===== src/rtl/fighter_pkg.sv =====
// fighter_pkg: shared action/attack-kind types and default key codes for fighter_action_ctrl.
package fighter_pkg;
  typedef enum logic [2:0] {IDLE, STARTUP, ACTIVE, RECOVERY, HITSTUN} action_t;
  typedef enum logic {PUNCH, KICK} attack_kind_t;
  localparam logic [7:0] DEF_KEY_JUMP   = 8'h0C;
  localparam logic [7:0] DEF_KEY_LEFT   = 8'h0D;
  localparam logic [7:0] DEF_KEY_CROUCH = 8'h0E;
  localparam logic [7:0] DEF_KEY_RIGHT  = 8'h0F;
  localparam logic [7:0] DEF_KEY_PUNCH  = 8'h12;
  localparam logic [7:0] DEF_KEY_KICK   = 8'h13;
endpackage


===== src/rtl/keyslot_match.sv =====
// keyslot_match: flags one key code as held in any of the four slots, plus its registered rising edge.
module keyslot_match #(
  parameter logic [7:0] CODE = 8'h00
) (
  input  logic       frame_clk,
  input  logic       Reset_n,
  input  logic [7:0] keycode_0,
  input  logic [7:0] keycode_1,
  input  logic [7:0] keycode_2,
  input  logic [7:0] keycode_3,
  output logic       held,
  output logic       pressed
);
  logic prev;
  assign held = keycode_0 == CODE || keycode_1 == CODE || keycode_2 == CODE || keycode_3 == CODE;
  assign pressed = held && !prev;
  always_ff @(posedge frame_clk) prev <= Reset_n ? held : 1'b0;
endmodule


===== src/rtl/fighter_action_ctrl.sv =====
// fighter_action_ctrl: per-player keycode-to-action sequencer with timed attack phases, hitstun and knockback.
// Define COMBO_CANCEL_EN to let a press during RECOVERY of a connected attack cancel into a new attack.
module fighter_action_ctrl
  import fighter_pkg::*;
#(
  parameter logic [7:0] KEY_JUMP   = DEF_KEY_JUMP,
  parameter logic [7:0] KEY_LEFT   = DEF_KEY_LEFT,
  parameter logic [7:0] KEY_CROUCH = DEF_KEY_CROUCH,
  parameter logic [7:0] KEY_RIGHT  = DEF_KEY_RIGHT,
  parameter logic [7:0] KEY_PUNCH  = DEF_KEY_PUNCH,
  parameter logic [7:0] KEY_KICK   = DEF_KEY_KICK,
  parameter int PUNCH_STARTUP  = 3,
  parameter int PUNCH_ACTIVE   = 2,
  parameter int PUNCH_RECOVERY = 6,
  parameter int KICK_STARTUP   = 5,
  parameter int KICK_ACTIVE    = 3,
  parameter int KICK_RECOVERY  = 10,
  parameter int PUNCH_RANGE    = 150,
  parameter int KICK_RANGE     = 190,
  parameter int HITSTUN_FRAMES = 12,
  parameter int KB_MAG         = 3,
  parameter int KB_FRAMES      = 4,
  parameter int FACE_LEFT      = 1
) (
  input  logic               frame_clk,
  input  logic               Reset_n,
  input  logic [7:0]         keycode_0,
  input  logic [7:0]         keycode_1,
  input  logic [7:0]         keycode_2,
  input  logic [7:0]         keycode_3,
  input  logic [9:0]         XDist,
  input  logic               InAir,
  input  logic               OppBlocking,
  input  logic               GotHit,
  output logic               WalkLeft,
  output logic               WalkRight,
  output logic               Crouch,
  output logic               JumpReq,
  output action_t            Action,
  output attack_kind_t       AttackKind,
  output logic               HitPulse,
  output logic signed [9:0]  Knockback
);
  localparam logic [5:0][7:0] CODES = {KEY_KICK, KEY_PUNCH, KEY_RIGHT, KEY_CROUCH, KEY_LEFT, KEY_JUMP};
  localparam logic signed [9:0] KB_VAL = FACE_LEFT != 0 ? 10'(-KB_MAG) : 10'(KB_MAG);
  logic [5:0] held, pressed;
  logic [4:0] cnt, nxt_cnt, kb_cnt;
  action_t nxt_act;
  attack_kind_t nxt_kind;
  logic hit_landed, hit, cancel_ok, start_k, begin_atk, in_range, to_idle, unused_bits;
  for (genvar k = 0; k < 6; k++) begin : g_key
    keyslot_match #(.CODE(CODES[k])) u_key (
      .frame_clk(frame_clk),
      .Reset_n(Reset_n),
      .keycode_0(keycode_0),
      .keycode_1(keycode_1),
      .keycode_2(keycode_2),
      .keycode_3(keycode_3),
      .held(held[k]),
      .pressed(pressed[k])
    );
  end
  function automatic logic [4:0] phase_len(input attack_kind_t kd, input action_t ph);
    return ph == STARTUP ? 5'(kd == KICK ? KICK_STARTUP : PUNCH_STARTUP) :
           ph == ACTIVE  ? 5'(kd == KICK ? KICK_ACTIVE : PUNCH_ACTIVE) :
                           5'(kd == KICK ? KICK_RECOVERY : PUNCH_RECOVERY);
  endfunction
`ifdef COMBO_CANCEL_EN
  assign cancel_ok = Action == RECOVERY && hit_landed;
`else
  assign cancel_ok = 1'b0;
`endif
  // a cancel is already airborne-agnostic; only a fresh kick from IDLE needs ground contact
  assign start_k = pressed[5] && (cancel_ok || !InAir);
  assign begin_atk = (Action == IDLE || cancel_ok) && (pressed[4] || start_k);
  assign in_range = XDist <= (AttackKind == KICK ? 10'(KICK_RANGE) : 10'(PUNCH_RANGE));
  assign to_idle = nxt_act == IDLE;
  assign unused_bits = ^{held[5:4], pressed[3:0]};
  always_comb begin
    nxt_act = Action;
    nxt_kind = AttackKind;
    nxt_cnt = cnt == 5'd0 ? 5'd0 : cnt - 5'd1;
    hit = 1'b0;
    if (GotHit) begin
      nxt_act = HITSTUN;
      nxt_cnt = 5'(HITSTUN_FRAMES - 1);
    end else if (begin_atk) begin
      nxt_act = STARTUP;
      nxt_kind = pressed[4] ? PUNCH : KICK;
      nxt_cnt = phase_len(nxt_kind, STARTUP) - 5'd1;
    end else if (cnt == 5'd0 && Action != IDLE) begin
      nxt_act = Action == STARTUP ? ACTIVE : Action == ACTIVE ? RECOVERY : IDLE;
      nxt_cnt = nxt_act == IDLE ? 5'd0 : phase_len(AttackKind, nxt_act) - 5'd1;
      hit = Action == STARTUP && in_range && !OppBlocking && !hit_landed;
    end
  end
  always_ff @(posedge frame_clk) begin
    if (!Reset_n) begin
      Action <= IDLE;
      AttackKind <= PUNCH;
      cnt <= 5'd0;
      kb_cnt <= 5'd0;
      hit_landed <= 1'b0;
      HitPulse <= 1'b0;
      Knockback <= '0;
      WalkLeft <= 1'b0;
      WalkRight <= 1'b0;
      Crouch <= 1'b0;
      JumpReq <= 1'b0;
    end else begin
      Action <= nxt_act;
      AttackKind <= nxt_kind;
      cnt <= nxt_cnt;
      hit_landed <= !(to_idle || begin_atk) && (hit || hit_landed);
      HitPulse <= hit;
      kb_cnt <= hit ? 5'(KB_FRAMES) : kb_cnt == 5'd0 ? 5'd0 : kb_cnt - 5'd1;
      Knockback <= kb_cnt != 5'd0 ? KB_VAL : '0;
      Crouch <= to_idle && held[2];
      WalkLeft <= to_idle && held[1] && !held[3] && !held[2];
      WalkRight <= to_idle && held[3] && !held[1] && !held[2];
      JumpReq <= to_idle && held[0] && !held[2] && !InAir;
    end
  end
endmodule


===== config.mk =====
export PLATFORM = sky130hd
export DESIGN_NAME = fighter_action_ctrl
export DESIGN_NICKNAME = d
export VERILOG_FILES = /design/src/rtl/fighter_pkg.sv /design/src/rtl/keyslot_match.sv /design/src/rtl/fighter_action_ctrl.sv
export SDC_FILE = /design/constraint.sdc
export NUM_CORES = 1
export LEC_CHECK = 0
export CAP_MARGIN = 20
export CORE_MARGIN = 5
export CORE_UTILIZATION = 45
export CTS_CLUSTER_DIAMETER = 100
export DETAILED_ROUTE_END_ITERATION = 10
export GPL_TIMING_DRIVEN = 0
export PLACE_DENSITY_LB_ADDON = 0.3
export SLEW_MARGIN = 20
export SYNTH_ARGS = -nofsm -noshare
export SYNTH_HDL_FRONTEND = slang
export SYNTH_SLANG_ARGS = --single-unit

===== constraint.sdc =====
create_clock -name frame_clk -period 4.15 [get_ports frame_clk]
set_clock_uncertainty 0.2 [all_clocks]
set_input_delay 0.415 -clock frame_clk [delete_from_list [all_inputs] [get_ports frame_clk]]
set_output_delay 0.415 -clock frame_clk [all_outputs]
set_load 0.1 [all_outputs]

# Word-level counts from Yosys, hierarchy flattened
# Cells that the tools add are included.
# word_totals
reg_bits	32
input_bits	47
out_inout_bits	19
word_cells	133
# op_classes
add_sub_neg	4
magnitude_cmp	1
n_eq_ne	28
muxes	24
bitwise_logic	2
reduce_logical	59
# ops
operator	count
$eq A8 B4 Y1 const B	16
$eq A8 B5 Y1 const B	8
$logic_or A1 B1 Y1	21
$mux W3	7
$mux W5	4
$logic_and A1 B1 Y1	19
$mux W4	4
$le A10 B8 Y1	1
$logic_not A5 Y1	2
$mux W10	1
$sub A5 B1 Y5 const B	2
$logic_not A1 Y1	9
$logic_not A3 Y1	3
$mux W6	1
$mux W1	5
$reduce_bool A5 Y1	1
$sub A4 B1 Y5 const B	1
$mux W2	2
$sub A3 B1 Y4 const B	1
$eq A3 B1 Y1 const B	1
$eq A3 B2 Y1 const B	1
$reduce_bool A3 Y1	1
$reduce_or A3 Y1	1
$eq A2 B1 Y1 const B	1
4 further kinds	5

# Longest topological paths before layout
# Gate-level depths: netlist of run 1.
# depth
word_depth	14
ltp_mapped	7
ltp_nobuf	7

# Modules after synthesis
# A second synthesis of run 1 with hierarchy kept.
# hier_totals
hier_cells	221
hier_area_um2	1900.6
# modules_own_cells
mod	instances	cells_each	area_per_inst_um2	seq_area_each_um2
fighter_action_ctrl	1	119	1093.5	420.4
keyslot_match at g_key[1].u_key ...	3	17	135.1	20.0
keyslot_match at g_key[4].u_key	1	17	156.4	20.0
keyslot_match at g_key[3].u_key	1	17	132.6	20.0
keyslot_match at g_key[0].u_key	1	17	112.6	20.0

# Least setup slack after synthesis of run 1
# OpenSTA, ideal clock, no wires.
# synth_timing
path_type	register -> register
from	register AttackKind
to	register kb_cnt[3]
setup_time_ps	115
arrival_time_ps	2493
t_required_ps	3835
slack_ps	1342
path_stages_with_launch	8
n_path_buf	0
synth_period_minus_slack_ps	2808
cell_sequence	dfxtp_1 > inv_1 > ha_1 > nand3_1 > or3_1 > a311oi_1 > or2_2 > nor2_1
# synth_via
elab_chain_cells	9
# synth_rtl
item	line_no	rtl
from (decl)	fighter_action_ctrl.sv:40	output attack_kind_t AttackKind,
from (signal assigned)	fighter_action_ctrl.sv:112	AttackKind <= nxt_kind;
$mux W6	fighter_action_ctrl.sv:76	assign in_range = XDist <= (AttackKind == KICK ? 10'(KICK_RANGE) : 10'(PUNCH_RANGE));
$le A10 B8 Y1	fighter_action_ctrl.sv:76	
$logic_and A1 B1 Y1 (3 in series)	fighter_action_ctrl.sv:94	hit = Action == STARTUP && in_range && !OppBlocking && !hit_landed;
$mux W1	fighter_action_ctrl.sv:91	end else if (cnt == 5'd0 && Action != IDLE) begin
$mux W1	fighter_action_ctrl.sv:87	end else if (begin_atk) begin
$mux W1	fighter_action_ctrl.sv:84	if (GotHit) begin
$reduce_or A3 Y1 (no line)	n/a	
to (signal assigned)	fighter_action_ctrl.sv:116	kb_cnt <= hit ? 5'(KB_FRAMES) : kb_cnt == 5'd0 ? 5'd0 : kb_cnt - 5'd1;
to (decl)	fighter_action_ctrl.sv:47	logic [4:0] cnt, nxt_cnt, kb_cnt;
# Every way passes these cells.
# A chain may end at the register's enable or synchronous reset.

==> flow_summary.json, run 1 <==
{
  "status": "complete, no violations",
  "p_int_mw": 0.471,
  "clockRootBuffer": "clkbuf_4",
  "cp-end-kind": "output pin",
  "grt_max_degree": 13,
  "grt_overflow": 0,
  "setup_tns_ns": 0,
  "synth_cells": 183,
  "slowest_stage": "clkdlybuf4s50_1",
  "drive_gt1_share_pct": 8.37,
  "drt_first_pass_iters": 4,
  "finalWirelength_um": 3880,
  "leakage_nw": 0.801,
  "required_ns": 3.53,
  "vias_per_cell": 5.47,
  "synth_edf_count": 0,
  "clock_sinks": 23,
  "dp.final_hpwl_um": 3260,
  "gp_congestion": 0.822,
  "coreArea_um2": 3100,
  "yosysTopAreaCell": "dfxtp_1",
  "slew_viol_final": 0,
  "comb_power_share_pct": 60.4,
  "ys_warn_count": 0,
  "cts_tree": "yes",
  "grt_antenna_before_repair": 0,
  "ys_ff_latch": 23,
  "syn-num-nets": 234,
  "grt_pass1_vias": 1515,
  "setup_viol": 0,
  "seqPwrFrac_pct": 28.7,
  "yosys-top-cells-area": "dfxtp_1 (31%), buf_4 (4.6%), nor3_1 (4.1%)",
  "p_sw_mw": 0.463,
  "yosys-top-cells-count": "dfxtp_1 (23), nand2_1 (15), nor2_1 (15)",
  "drt_iter0_markers": 82,
  "grt_pass1_wl_um": 6290,
  "avgSynthCellArea_um2": 8.04,
  "syn_area_um2": 1470,
  "synth.top_cell.area_share_pct": 31.3,
  "start_kind": "flip-flop",
  "die_w_um": 67.2,
  "via_count": 1613,
  "diodes": 0,
  "yosysMostFrequentCell": "dfxtp_1",
  "port_buffers": 64,
  "pwr-share-clk_pct": 10.8,
  "path_cells": "buf_4 -> clkdlybuf4s50_1",
  "path_class": "flip-flop to output pin",
  "nets": 303,
  "slowest_delay_ns": 1.12,
  "synth_ff_type": "dfxtp_1",
  "ys_types": 48,
  "syn_to_final_growth_pct": 49.1,
  "num_rows": 20,
  "ctsResizeCount": 0,
  "use_met3_pct": 3.66,
  "rsz0062_at_grt": "no",
  "post_cts_buffers": 0,
  "switching_share_pct": 49.6,
  "initial_utilization_pct": 47.4,
  "ant_nets": 0,
  "nFillCells": 273,
  "fin_crit_sh_pct": 64.8,
  "drc": 0,
  "ir_drop_mv": 0.203,
  "path_max_fanout": 9,
  "clk_latency_ns": 0.30,
  "yosysSeqAreaShare_pct": 31.3,
  "max_slew_margin_pct": 33.6,
  "hold_violations": 0,
  "met2_usage_pct": 32.1,
  "top_usage_layer": "met2",
  "power.total_mw": 0.934,
  "grt_usage_pct": 17.6,
  "htree_levels": 1,
  "hp-class": "flip-flop to flip-flop",
  "clk_path_buf_depth": 2,
  "cts_hold_buffers": 0,
  "holdWs_ns": 0.239,
  "dieArea_um2": 4510,
  "final_core_util_pct": 70.7,
  "arrival_ns": 2.07,
  "ys_async_sr_fraction_pct": 0,
  "power_density_nw_per_um2": 426,
  "routedWlPerCell_um": 13.1,
  "period_needed_ns": 2.69,
  "max_freq_ghz": 0.372,
  "timing.max_cap.violations": 0,
  "grt_use_met1_pct": 21.2,
  "cts_made_buffers": 3,
  "path_clk_slew_ns": 0.12,
  "tightest_slew_ns": 0.993,
  "die_h_um": 67.2,
  "ios": 66
}
==> routing by layer <==
layer	wire, µm	share of wire (%)
met1	1640	42
met4	25	0.65
met2	1870	48
met3	346	8.9
met5	0	0
==> critical path: cells and delay by family (launching register included) <==
family | cells | cell delay [ns]
flops | 1 | 0.49
buf+inv | 2 | 1.28
==> metrics by stage <==
stage / cell area, µm² / worst slack (ns) / cells
4_1_cts: 2190 / 1.44 / 295
2_1_floorplan: 1470 / 1.34 / 183
3_5_place_dp: 2170 / 1.57 / 291
3_3_place_gp: 2170 / 1.55 / 291
5_1_grt: 2190 / 1.36 / 295
6_report: 2190 / 1.46 / 295
==> cell usage in the layout, fill, tap and decap left out, types with 2 or more instances in the layout <==
cell / n
or2_2: 2
nand4_1: 6
nand2_1: 15
nand3_1: 9
nand2b_1: 2
and2_1: 3
clkdlybuf4s50_1: 64
nor4_1: 6
inv_1: 9
nand4b_1: 4
dfxtp_1: 23
nand3b_1: 3
clkbuf_4: 3
xnor2_1: 2
nor3b_1: 2
clkbuf_1: 2
xor2_1: 2
buf_4: 9
nor4bb_1: 5
a31oi_1: 2
o31ai_1: 3
ha_1: 4
o21ai_0: 10
nor3_1: 12
nor2b_1: 4
nor2_1: 15
a21oi_1: 7
==> registers in the layout (all words and copies together) (netlist names) <==
signal	cells
cnt	5
HitPulse	1
JumpReq	1
hit_landed	1
kb_cnt	5
WalkRight	1
WalkLeft	1
AttackKind	1
Action	3
Crouch	1
g_key.u_key.prev	2
Knockback	1
==> path summary, 6_finish.rpt <==
kind	from	end	slack, ns	cells after the start
worst min-delay path	kb_cnt[4]	kb_cnt[4]	0.24	2
worst max register to register	AttackKind	kb_cnt[3]	1.84	7
worst min register to register	kb_cnt[4]	kb_cnt[4]	0.24	2
worst max-delay path	Knockback[8]	Knockback[7]	1.46	2
==> final cells by class <==
type / count / area [µm²] / area share, %
timing repair buffer: 64 / 641 / 29.2
inverter: 9 / 33.8 / 1.54
sequential: 23 / 460 / 21.0
tap: 44 / 55.1 / 2.51
buffer: 10 / 71.3 / 3.25
clock buffer: 4 / 26.3 / 1.20
multi-input combinational: 141 / 906 / 41.3
==> power groups by stage <==
| stage | combinational (mW) | clock, mW | sequential [mW] |
|---|---|---|---|
| 6_report | 0.564 | 0.101 | 0.268 |
| 5_1_grt | 0.595 | 0.115 | 0.274 |
| 4_1_cts | 0.567 | 0.105 | 0.269 |
| 3_5_place_dp | 0.566 | 0 | 0.274 |
| 3_3_place_gp | 0.560 | 0 | 0.273 |
| 2_1_floorplan | 0.390 | 0 | 0.306 |
==> cells by family after synthesis <==
family          Yosys count  synth area share [%]
xor+xnor                  4                  2.38
fa+ha+maj                 4                  3.40
simple gates             96                  38.7
buf+inv                  19                  7.14
other cells               1                 0.255
flops                    23                  31.3
compound gates           36                  16.8
No activity file was read; power rests on OpenSTA's default activity.
==> run 2: changes to the inputs <==
--- a/config.mk
+++ b/config.mk
@@ -7,7 +7,7 @@
 export LEC_CHECK = 0
 export CAP_MARGIN = 20
 export CORE_MARGIN = 5
-export CORE_UTILIZATION = 45
+export CORE_UTILIZATION = 42
 export CTS_CLUSTER_DIAMETER = 100
 export DETAILED_ROUTE_END_ITERATION = 10
 export GPL_TIMING_DRIVEN = 0
==> constraint.sdc (replaced) <==
create_clock -name frame_clk -period 2.65 [get_ports frame_clk]
set_clock_uncertainty 0.2 [all_clocks]
set_input_delay 0.265 -clock frame_clk [delete_from_list [all_inputs] [get_ports frame_clk]]
set_output_delay 0.265 -clock frame_clk [all_outputs]
set_load 0.1 [all_outputs]
==> run 2 against run 1 <==
Compared with the run above: sequential cell count unchanged; core utilization is 5.4 points lower; cell count grew 0.68%; via count decreased by 1.9%; critical endpoint is now Knockback[5]; largest cell class unchanged; highest routed layer unchanged.
==> flow_summary.json, run 2 (synthesis results as in run 1) <==
{
  "status": "complete, no violations",
  "required_ns": 2.18,
  "clock_sinks": 23,
  "leakage_nw": 0.802,
  "drc": 0,
  "drt_first_pass_iters": 4,
  "max_slew_margin_pct": 34.3,
  "fin_crit_sh_pct": 95.7,
  "cts_tree": "yes",
  "seqPwrFrac_pct": 28.8,
  "dp_cells": 293,
  "grt_antenna_before_repair": 0,
  "grt_usage_pct": 15.9,
  "hold_violations": 0,
  "arrival_ns": 2.07,
  "path_cells": "buf_4 -> clkdlybuf4s50_1",
  "tightest_slew_ns": 0.983,
  "dieArea_um2": 4790,
  "switching_share_pct": 49.6,
  "path_class": "flip-flop to output pin",
  "gp_congestion": 0.834,
  "slew_viol_final": 0,
  "num_rows": 21,
  "cp-end-kind": "output pin",
  "cts_made_buffers": 3,
  "top_usage_layer": "met2",
  "rr_worst_depth": 7,
  "port_buffers": 64,
  "clk_path_buf_depth": 2,
  "drive_gt1_share_pct": 8.76,
  "comb_power_share_pct": 60.4,
  "finalWirelength_um": 3740,
  "grt_overflow": 0,
  "holdWs_ns": 0.241,
  "vias_per_cell": 5.33,
  "setup_viol": 0,
  "use_met3_pct": 2.61,
  "timing.max_cap.violations": 0,
  "hp-class": "flip-flop to flip-flop",
  "die_w_um": 69.2,
  "reg_top3": "cnt x5, kb_cnt x5, Action x3",
  "die_h_um": 69.2,
  "max_freq_ghz": 0.394,
  "dp.final_hpwl_um": 3180,
  "rsz0062_at_grt": "no",
  "clockRootBuffer": "clkbuf_4",
  "slowest_stage": "clkdlybuf4s50_1",
  "syn_to_final_growth_pct": 49.3,
  "slowest_delay_ns": 1.12,
  "grt_max_degree": 13,
  "start_kind": "flip-flop",
  "ir_drop_mv": 0.362,
  "post_cts_buffers": 0,
  "holdPathStages": 2,
  "ctsResizeCount": 0,
  "final_cells": 297,
  "final_common_cell": "clkdlybuf4s50_1",
  "pwr-share-clk_pct": 10.8,
  "clk_latency_ns": 0.31,
  "initial_utilization_pct": 43.7,
  "path_clk_slew_ns": 0.11,
  "period_needed_ns": 2.54,
  "grt_pass1_vias": 1583,
  "power_density_nw_per_um2": 666,
  "nets": 303,
  "grt_pass1_wl_um": 6520,
  "final_core_util_pct": 65.3,
  "routedWlPerCell_um": 12.6,
  "p_int_mw": 0.737,
  "grt_use_met1_pct": 20.1,
  "via_count": 1582,
  "layout_common_cells": "clkdlybuf4s50_1 (64), dfxtp_1 (22), nand2_1 (15), nor2_1 (15), nor3_1 (12)",
  "diodes": 0,
  "drt_iter0_markers": 74,
  "ios": 66,
  "p_sw_mw": 0.725,
  "setup_tns_ns": 0,
  "htree_levels": 1,
  "ant_nets": 0,
  "path_max_fanout": 9,
  "cts_hold_buffers": 0,
  "met2_usage_pct": 26.7,
  "coreArea_um2": 3360
}
run 2: cell counts in the layout (fill, tap and decap cells not counted):
No cell type changed its count.
run 2: worst paths after layout:
kind / start / end / slack (ns)
min reg2reg: kb_cnt[4] / kb_cnt[4] / 0.24
max reg2reg: AttackKind / kb_cnt[3] / 0.49
min: kb_cnt[4] / kb_cnt[4] / 0.24
max: Knockback[8] / Knockback[5] / 0.11
run 2: cell type report:
| type | instances | area, µm² |
|---|---|---|
| fill | 315 | 1170 |
| multi-input combinational | 141 | 906 |
| timing repair buffer | 64 | 641 |
| sequential | 23 | 462 |
| buffer | 10 | 71.3 |
| tap | 46 | 57.6 |
| inverter | 9 | 33.8 |
| clock buffer | 4 | 26.3 |
run 2: per-layer routing:
layer  wire (µm)  vias to the layer above
met3         312                        7
met4          50                        0
met5           0                        -
met2        1610                       75
li1            -                      811
met1        1760                      689
run 2: critical path, delay by kind of cell, from the launching register on:
kind | cells | cell delay [ns]
flip-flops | 1 | 0.49
buffers and inverters | 2 | 1.28
run 2: stage by stage:
step / worst slack [ns] / total power [mW] / instance area, µm²
floorplan: 0.228 / 1.09 / 1470
global placement: 0.249 / 1.30 / 2170
detailed placement: 0.195 / 1.31 / 2170
CTS: 0.0908 / 1.47 / 2200
global route: 0.0226 / 1.54 / 2200
finish: 0.114 / 1.46 / 2200
run 2: power groups by stage:
stage	clock, mW	combinational [mW]	sequential, mW
floorplan	0	0.611	0.479
global placement	0	0.875	0.428
detailed placement	0	0.885	0.430
CTS	0.162	0.887	0.422
global route	0.179	0.931	0.428
finish	0.158	0.883	0.421
